==> src/rtl/matrix_cell_sender.sv <==
// Buffers host cell writes in a FIFO and serialises them onto the matrix display
// cell interface with paced cell_en / update strobes. All logic runs on vclock.
//
// state     | meaning
// ----------+---------------------------------------------------------------
// S_IDLE    | waiting; pops the next cell, or starts a pending update
// S_SETUP   | cell_x/y/rgb driven, cell_en low (setup cycle)
// S_STROBE  | cell_en high for exactly one cycle
// S_GAP     | cell_en low for GAP_CYCLES cycles
// S_UPD     | update high for exactly one cycle
// S_UPD_GAP | update low for GAP_CYCLES cycles
module matrix_cell_sender #(
  parameter int WIDTH      = 16,
  parameter int HEIGHT     = 16,
  parameter int B_WIDTH    = 4,
  parameter int B_HEIGHT   = 4,
  parameter int B_VGA      = 4,
  parameter int B_FIFO     = 4,
  parameter int GAP_CYCLES = 2
) (
  input  logic                  vclock,
  input  logic                  reset_n,
  input  logic                  wr_en,
  input  logic [B_WIDTH-1:0]    wr_x,
  input  logic [B_HEIGHT-1:0]   wr_y,
  input  logic [B_VGA*3-1:0]    wr_rgb,
  output logic                  wr_full,
  output logic                  wr_err,
  input  logic                  commit,
  output logic                  busy,
  output logic [B_VGA*3-1:0]    cell_rgb,
  output logic [B_WIDTH-1:0]    cell_x,
  output logic [B_HEIGHT-1:0]   cell_y,
  output logic                  cell_en,
  output logic                  update
);

  localparam int DEPTH  = 2**B_FIFO;
  localparam int B_CELL = B_WIDTH + B_HEIGHT + 3*B_VGA;
  localparam int B_GAP  = (GAP_CYCLES > 1) ? $clog2(GAP_CYCLES) : 1;

  typedef enum logic [2:0] {
    S_IDLE,
    S_SETUP,
    S_STROBE,
    S_GAP,
    S_UPD,
    S_UPD_GAP
  } state_t;

  logic [B_CELL-1:0]   fifo_mem [DEPTH];
  logic [B_FIFO-1:0]   wr_ptr;
  logic [B_FIFO-1:0]   rd_ptr;
  logic [B_FIFO:0]     count;
  logic                commit_pending;
  state_t              state;
  logic [B_GAP-1:0]    gap_cnt;

  logic [31:0]         x_ext;
  logic [31:0]         y_ext;
  logic                in_range;
  logic                push;
  logic                pop;
  logic [B_CELL-1:0]   head;

  // Coordinates are widened so the range check stays meaningful for any width.
  assign x_ext    = 32'(wr_x);
  assign y_ext    = 32'(wr_y);
  assign in_range = (x_ext < 32'(WIDTH)) && (y_ext < 32'(HEIGHT));

  assign wr_full  = (count == (B_FIFO+1)'(DEPTH));
  assign push     = wr_en && !wr_full && in_range;
  assign pop      = (state == S_IDLE) && (count != '0);
  assign head     = fifo_mem[rd_ptr];
  assign busy     = (count != '0) || commit_pending || (state != S_IDLE);

  always_ff @(posedge vclock) begin
    if (push) begin
      fifo_mem[wr_ptr] <= {wr_x, wr_y, wr_rgb};
    end
  end

  always_ff @(posedge vclock) begin
    if (!reset_n) begin
      wr_ptr         <= '0;
      rd_ptr         <= '0;
      count          <= '0;
      commit_pending <= 1'b0;
      state          <= S_IDLE;
      gap_cnt        <= '0;
      wr_err         <= 1'b0;
      cell_x         <= '0;
      cell_y         <= '0;
      cell_rgb       <= '0;
      cell_en        <= 1'b0;
      update         <= 1'b0;
    end else begin
      wr_err <= wr_en && !push;

      if (push) wr_ptr <= wr_ptr + B_FIFO'(1);
      if (pop)  rd_ptr <= rd_ptr + B_FIFO'(1);

      case ({push, pop})
        2'b10:   count <= count + (B_FIFO+1)'(1);
        2'b01:   count <= count - (B_FIFO+1)'(1);
        default: ;
      endcase

      cell_en <= 1'b0;
      update  <= 1'b0;

      case (state)
        S_IDLE: begin
          // Queued cells go out before any pending update.
          if (pop) begin
            {cell_x, cell_y, cell_rgb} <= head;
            state <= S_SETUP;
          end else if (commit_pending) begin
            commit_pending <= 1'b0;
            update         <= 1'b1;
            state          <= S_UPD;
          end
        end
        S_SETUP: begin
          cell_en <= 1'b1;
          state   <= S_STROBE;
        end
        S_STROBE: begin
          gap_cnt <= B_GAP'(GAP_CYCLES - 1);
          state   <= S_GAP;
        end
        S_GAP: begin
          if (gap_cnt == '0) state <= S_IDLE;
          else               gap_cnt <= gap_cnt - B_GAP'(1);
        end
        S_UPD: begin
          gap_cnt <= B_GAP'(GAP_CYCLES - 1);
          state   <= S_UPD_GAP;
        end
        S_UPD_GAP: begin
          if (gap_cnt == '0) state <= S_IDLE;
          else               gap_cnt <= gap_cnt - B_GAP'(1);
        end
        default: state <= S_IDLE;
      endcase

      // A commit landing on the cycle an update starts arms another update.
      if (commit) commit_pending <= 1'b1;
    end
  end

endmodule
==> config.mk <==
export PLATFORM = sky130hd
export DESIGN_NAME = matrix_cell_sender
export DESIGN_NICKNAME = d
export VERILOG_FILES = /design/src/rtl/matrix_cell_sender.sv
export SDC_FILE = /design/constraint.sdc
export NUM_CORES = 1
export LEC_CHECK = 0
export BUFFER_PORTS_ARGS = -buffer_cell sky130_fd_sc_hd__buf_2
export CAP_MARGIN = 0
export CORE_MARGIN = 4
export CORE_UTILIZATION = 25
export CTS_CLUSTER_DIAMETER = 200
export DETAILED_ROUTE_END_ITERATION = 7
export HOLD_SLACK_MARGIN = 0.1
export PLACE_DENSITY = 0.45
export SYNTH_ARGS = -nofsm -noshare
export SYNTH_HDL_FRONTEND = slang
export SYNTH_SLANG_ARGS = --single-unit
==> constraint.sdc <==
create_clock -name vclock -period 4.05 [get_ports vclock]
set_clock_uncertainty 0.15 [all_clocks]
set_input_delay 0.2025 -clock vclock [delete_from_list [all_inputs] [get_ports vclock]]
set_output_delay 0.2025 -clock vclock [all_outputs]
set_load 0.05 [all_outputs]
==> insert_results.sql <==
INSERT INTO impl_metrics (metric_group, metric, value, unit) VALUES
('yosys', 'yosys.area.top_type_share', '68.9', '%'),
('worst_setup_path', 'crit_chain', 'nor4_2 -> a21boi_1 -> inv_1 -> ha_1 -> ha_1 -> a31oi_1 -> o2bb2ai_1 -> or4_1 -> nand4_1', ''),
('yosys', 'synth_cell_type_count', '51', ''),
('floorplan', 'die_area', '59600', 'um^2'),
('drt', 'number_of_nets_still_failing_antenna_checks_after_routing', '0', ''),
('sta', 'slew_headroom', '41.7', '%'),
('floorplan', 'core_rows', '86', ''),
('clocking', 'cts.sinks', '361', ''),
('worst_setup_path', 'rr_worst_depth', '9', ''),
('sta', 'slew_viol_final', '0', ''),
('worst_setup_path', 'critical_path_cell_count', '9', ''),
('clocking', 'post_cts.resized_instances', '0', ''),
('final_layout', 'register_area', '10400', 'um^2'),
('worst_setup_path', 'cp_top_family', 'simple AND/OR/NAND/NOR gates', ''),
('pwr', 'post_route_total_power', '9.86', 'mW'),
('sta', 'report.final.setup_viol', '0', ''),
('sta', 'timing.setup.tns', '0', 'ns'),
('clocking', 'cts-hold-fix-buffers', '24', ''),
('worst_setup_path', 'crit_fanout', '9', ''),
('yosys', 'synth.yosys.seq_area_share', '74.8', '%'),
('final_layout', 'postLayoutCoreUtil', '30.4', '%'),
('sta', 'setup_repair_after_global_routing_missed_its_margin', 'false', ''),
('clocking', 'cts_post_setup_buffers_inserted', '0', ''),
('pwr', 'power.static_leakage', '5.22', 'nW'),
('sta', 'post-route-period-util', '77.1', '%'),
('yosys', 'ys_top_cells_by_area', 'sky130_fd_sc_hd__edfxtp_1 69%, sky130_fd_sc_hd__mux2i_1 8.0%, sky130_fd_sc_hd__dfxtp_1 5.9%', ''),
('min_path', 'min_from', 'commit_pending', ''),
('yosys', 'number_of_storage_elements_in_the_synthesis_netlist', '361', ''),
('final_layout', 'fillers', '5384', ''),
('floorplan', 'boundaryPins', '49', ''),
('min_path', 'min_delay_path_depth', '2', ''),
('worst_setup_path', 'worstPathRequired', '4.38', 'ns'),
('place', 'detailed_place_hpwl', '19600', 'um'),
('place', 'dpl-instance-area', '15200', 'um^2'),
('run', 'max_cap_viol_count', '0', ''),
('place', 'worst_setup_slack_post_dpl', '0.920', 'ns'),
('global_routing', 'antenna_found_initial', '1', ''),
('clocking', 'register_clock_pin_slew_on_the_reported_worst_setup_and_hold_paths', '0.06', 'ns'),
('final_layout', 'drive_gt1_share', '20.2', '%'),
('sta', 'setup_slack', '0.928', 'ns'),
('min_path', 'hold_path_class', 'flip-flop to flip-flop', ''),
('worst_setup_path', 'worst-endpoint-arrival', '3.45', 'ns'),
('status', 'status', 'complete, no violations', ''),
('place', 'io_buffer_count', '48', ''),
('pwr', 'power_density', '588', 'nW/um^2'),
('drt', 'postRouteWirelength', '34100', 'um'),
('final_layout', 'layout.nets', '922', ''),
('clocking', 'cts.root.buffer_cell', 'sky130_fd_sc_hd__clkbuf_16', ''),
('drt', 'wl_cell', '20.4', 'um'),
('sta', 'final-hold-violation-count', '0', ''),
('worst_setup_path', 'critical_path_class', 'flip-flop to flip-flop', ''),
('worst_setup_path', 'crit_buf_inv', '1', ''),
('clocking', 'ctsHtreeMaxLevel', '2', ''),
('worst_setup_path', 'crit_start', 'count[1]', ''),
('drt', 'vias_per_cell', '4.34', ''),
('drt', 'drtIter0Drc', '515', ''),
('global_routing', 'grt_pass1_wl', '50600', 'um'),
('global_routing', 'largest_net_degree_at_the_start_of_global_routing', '59', ''),
('floorplan', 'floorplan.initialDensity', '25.3', '%'),
('floorplan', 'core_area', '55200', 'um^2'),
('yosys', 'synthesis.yosys.warnings', '0', ''),
('final_layout', 'final_area', '16800', 'um^2'),
('floorplan', 'die_w', '244', 'um'),
('yosys', 'synthesis.instances', '792', ''),
('global_routing', 'grt_usage', '11.4', '%'),
('worst_setup_path', 'regToRegStartpoint', 'count[1]', ''),
('yosys', 'synthesis.area_per_instance', '17.6', 'um^2'),
('clocking', 'cts_inserted_buffers', '41', ''),
('worst_setup_path', 'crit_path_max_cell_delay', '0.54', 'ns'),
('yosys', 'synth_fp_nets', '825', ''),
('clocking', 'ctsLongestPathBuffers', '3', '');
==> where the power goes <==
| group | internal, mW | switching [mW] | total [mW] |
|---|---|---|---|
| Combinational | 0.611 | 1.19 | 1.80 |
| Clock | 2.22 | 1.45 | 3.67 |
| Sequential | 4.26 | 0.131 | 4.39 |
==> cell usage in the layout (no fill, tap or decap), types with 19 or more instances in the layout <==
| master | count |
|---|---|
| sky130_fd_sc_hd__buf_2 | 48 |
| sky130_fd_sc_hd__a21oi_1 | 19 |
| sky130_fd_sc_hd__dlygate4sd3_1 | 24 |
| sky130_fd_sc_hd__mux2i_1 | 112 |
| sky130_fd_sc_hd__o22ai_1 | 54 |
| sky130_fd_sc_hd__buf_4 | 30 |
| sky130_fd_sc_hd__dfxtp_1 | 39 |
| sky130_fd_sc_hd__edfxtp_1 | 320 |
| sky130_fd_sc_hd__clkbuf_16 | 42 |
| sky130_fd_sc_hd__mux4_2 | 21 |
| sky130_fd_sc_hd__nor2_1 | 22 |
==> synth_stat cells (all sizes together) <==
| library cell | count |
|---|---|
| nor2 | 34 |
| or2 | 1 |
| or4 | 2 |
| mux4 | 26 |
| a31oi | 7 |
| inv | 6 |
| a2111oi | 14 |
| a21boi | 3 |
| a211oi | 2 |
| edfxtp | 320 |
| clkinv | 1 |
| o311ai | 1 |
| nand4 | 1 |
| a32oi | 1 |
| nor3 | 8 |
| or3b | 3 |
| and4 | 1 |
| o21ai | 22 |
| xor2 | 8 |
| mux2i | 112 |
| nand2 | 9 |
| ha | 9 |
| nand3b | 4 |
| nand3 | 4 |
| nor2b | 3 |
| a22oi | 6 |
| o2bb2ai | 1 |
| or3 | 2 |
| o211ai | 5 |
| dfxtp | 41 |
| nand2b | 4 |
| a21oi | 19 |
| buf | 33 |
| o22ai | 54 |
| clkbuf | 17 |
| and3 | 4 |
| nor3b | 1 |
| nor4 | 1 |
| xnor2 | 2 |
==> cell type report <==
cell class	count	area share, %
flip-flops and latches	361	62.2
multi-input cells	374	19.6
clock buffers	52	6.73
well taps	748	5.58
repair buffers	104	4.45
clock inverters	22	1.26
inverters	7	0.157
diodes	1	0.0149
==> worst paths after layout <==
| check | endpoint | slack (ns) |
|---|---|---|
| setup / recovery | count[4] | 0.93 |
| hold / removal | update | 0.33 |
| setup reg to reg | count[4] | 0.93 |
| hold reg to reg | update | 0.33 |
==> per-layer routing <==
metal  routed length (um)  GRT usage [%]  part of all wire [%]  vias to the layer above
met5                    0              0                     0                        -
met4                  767           3.61                   2.2                        0
met3                 1510           2.03                   4.4                       48
met2                16100           18.5                    47                      130
met1                15700           15.5                    46                     3686
li1                     -              -                     -                     3381
==> tightest hold or removal path, stage by stage (launching register included) <==
cell                      delay [ns]
sky130_fd_sc_hd__dfxtp_1        0.34
sky130_fd_sc_hd__nand2_1        0.07
sky130_fd_sc_hd__nor2_1         0.03
==> logic make-up (layout without fill, tap and decap cells) <==
kind of cell,count (synthesis),after routing,share of synthesized area [%]
flip-flops,361,361,74.8
multiplexers,138,138,12.4
AO/OA/AOI/OAI,135,135,6.32
AND/OR/NAND/NOR,82,82,3.04
buffers and inverters,57,185,2.00
XOR/XNOR,10,10,0.628
adder cells (fa/ha/maj),9,9,0.808
other,0,1,0
==> metrics by stage <==
step / cells / hold WS [ns]
after floorplan: 792 / 0.151
after CTS: 1668 / 0.324
after detailed placement: 1570 / 0.286
after global placement: 1570 / 0.287
after global routing: 1668 / 0.355
final: 1669 / 0.328
==> flip-flops by register name (all words and copies together), names as in the netlist <==
name / cells
wr_ptr: 4
cell_rgb: 12
update: 1
cell_x: 4
wr_err: 1
commit_pending: 1
cell_y: 4
count: 5
rd_ptr: 4
cell_en: 1
state: 3
gap_cnt: 1
fifo_mem: 320
Power figures use the tool's default switching activity.
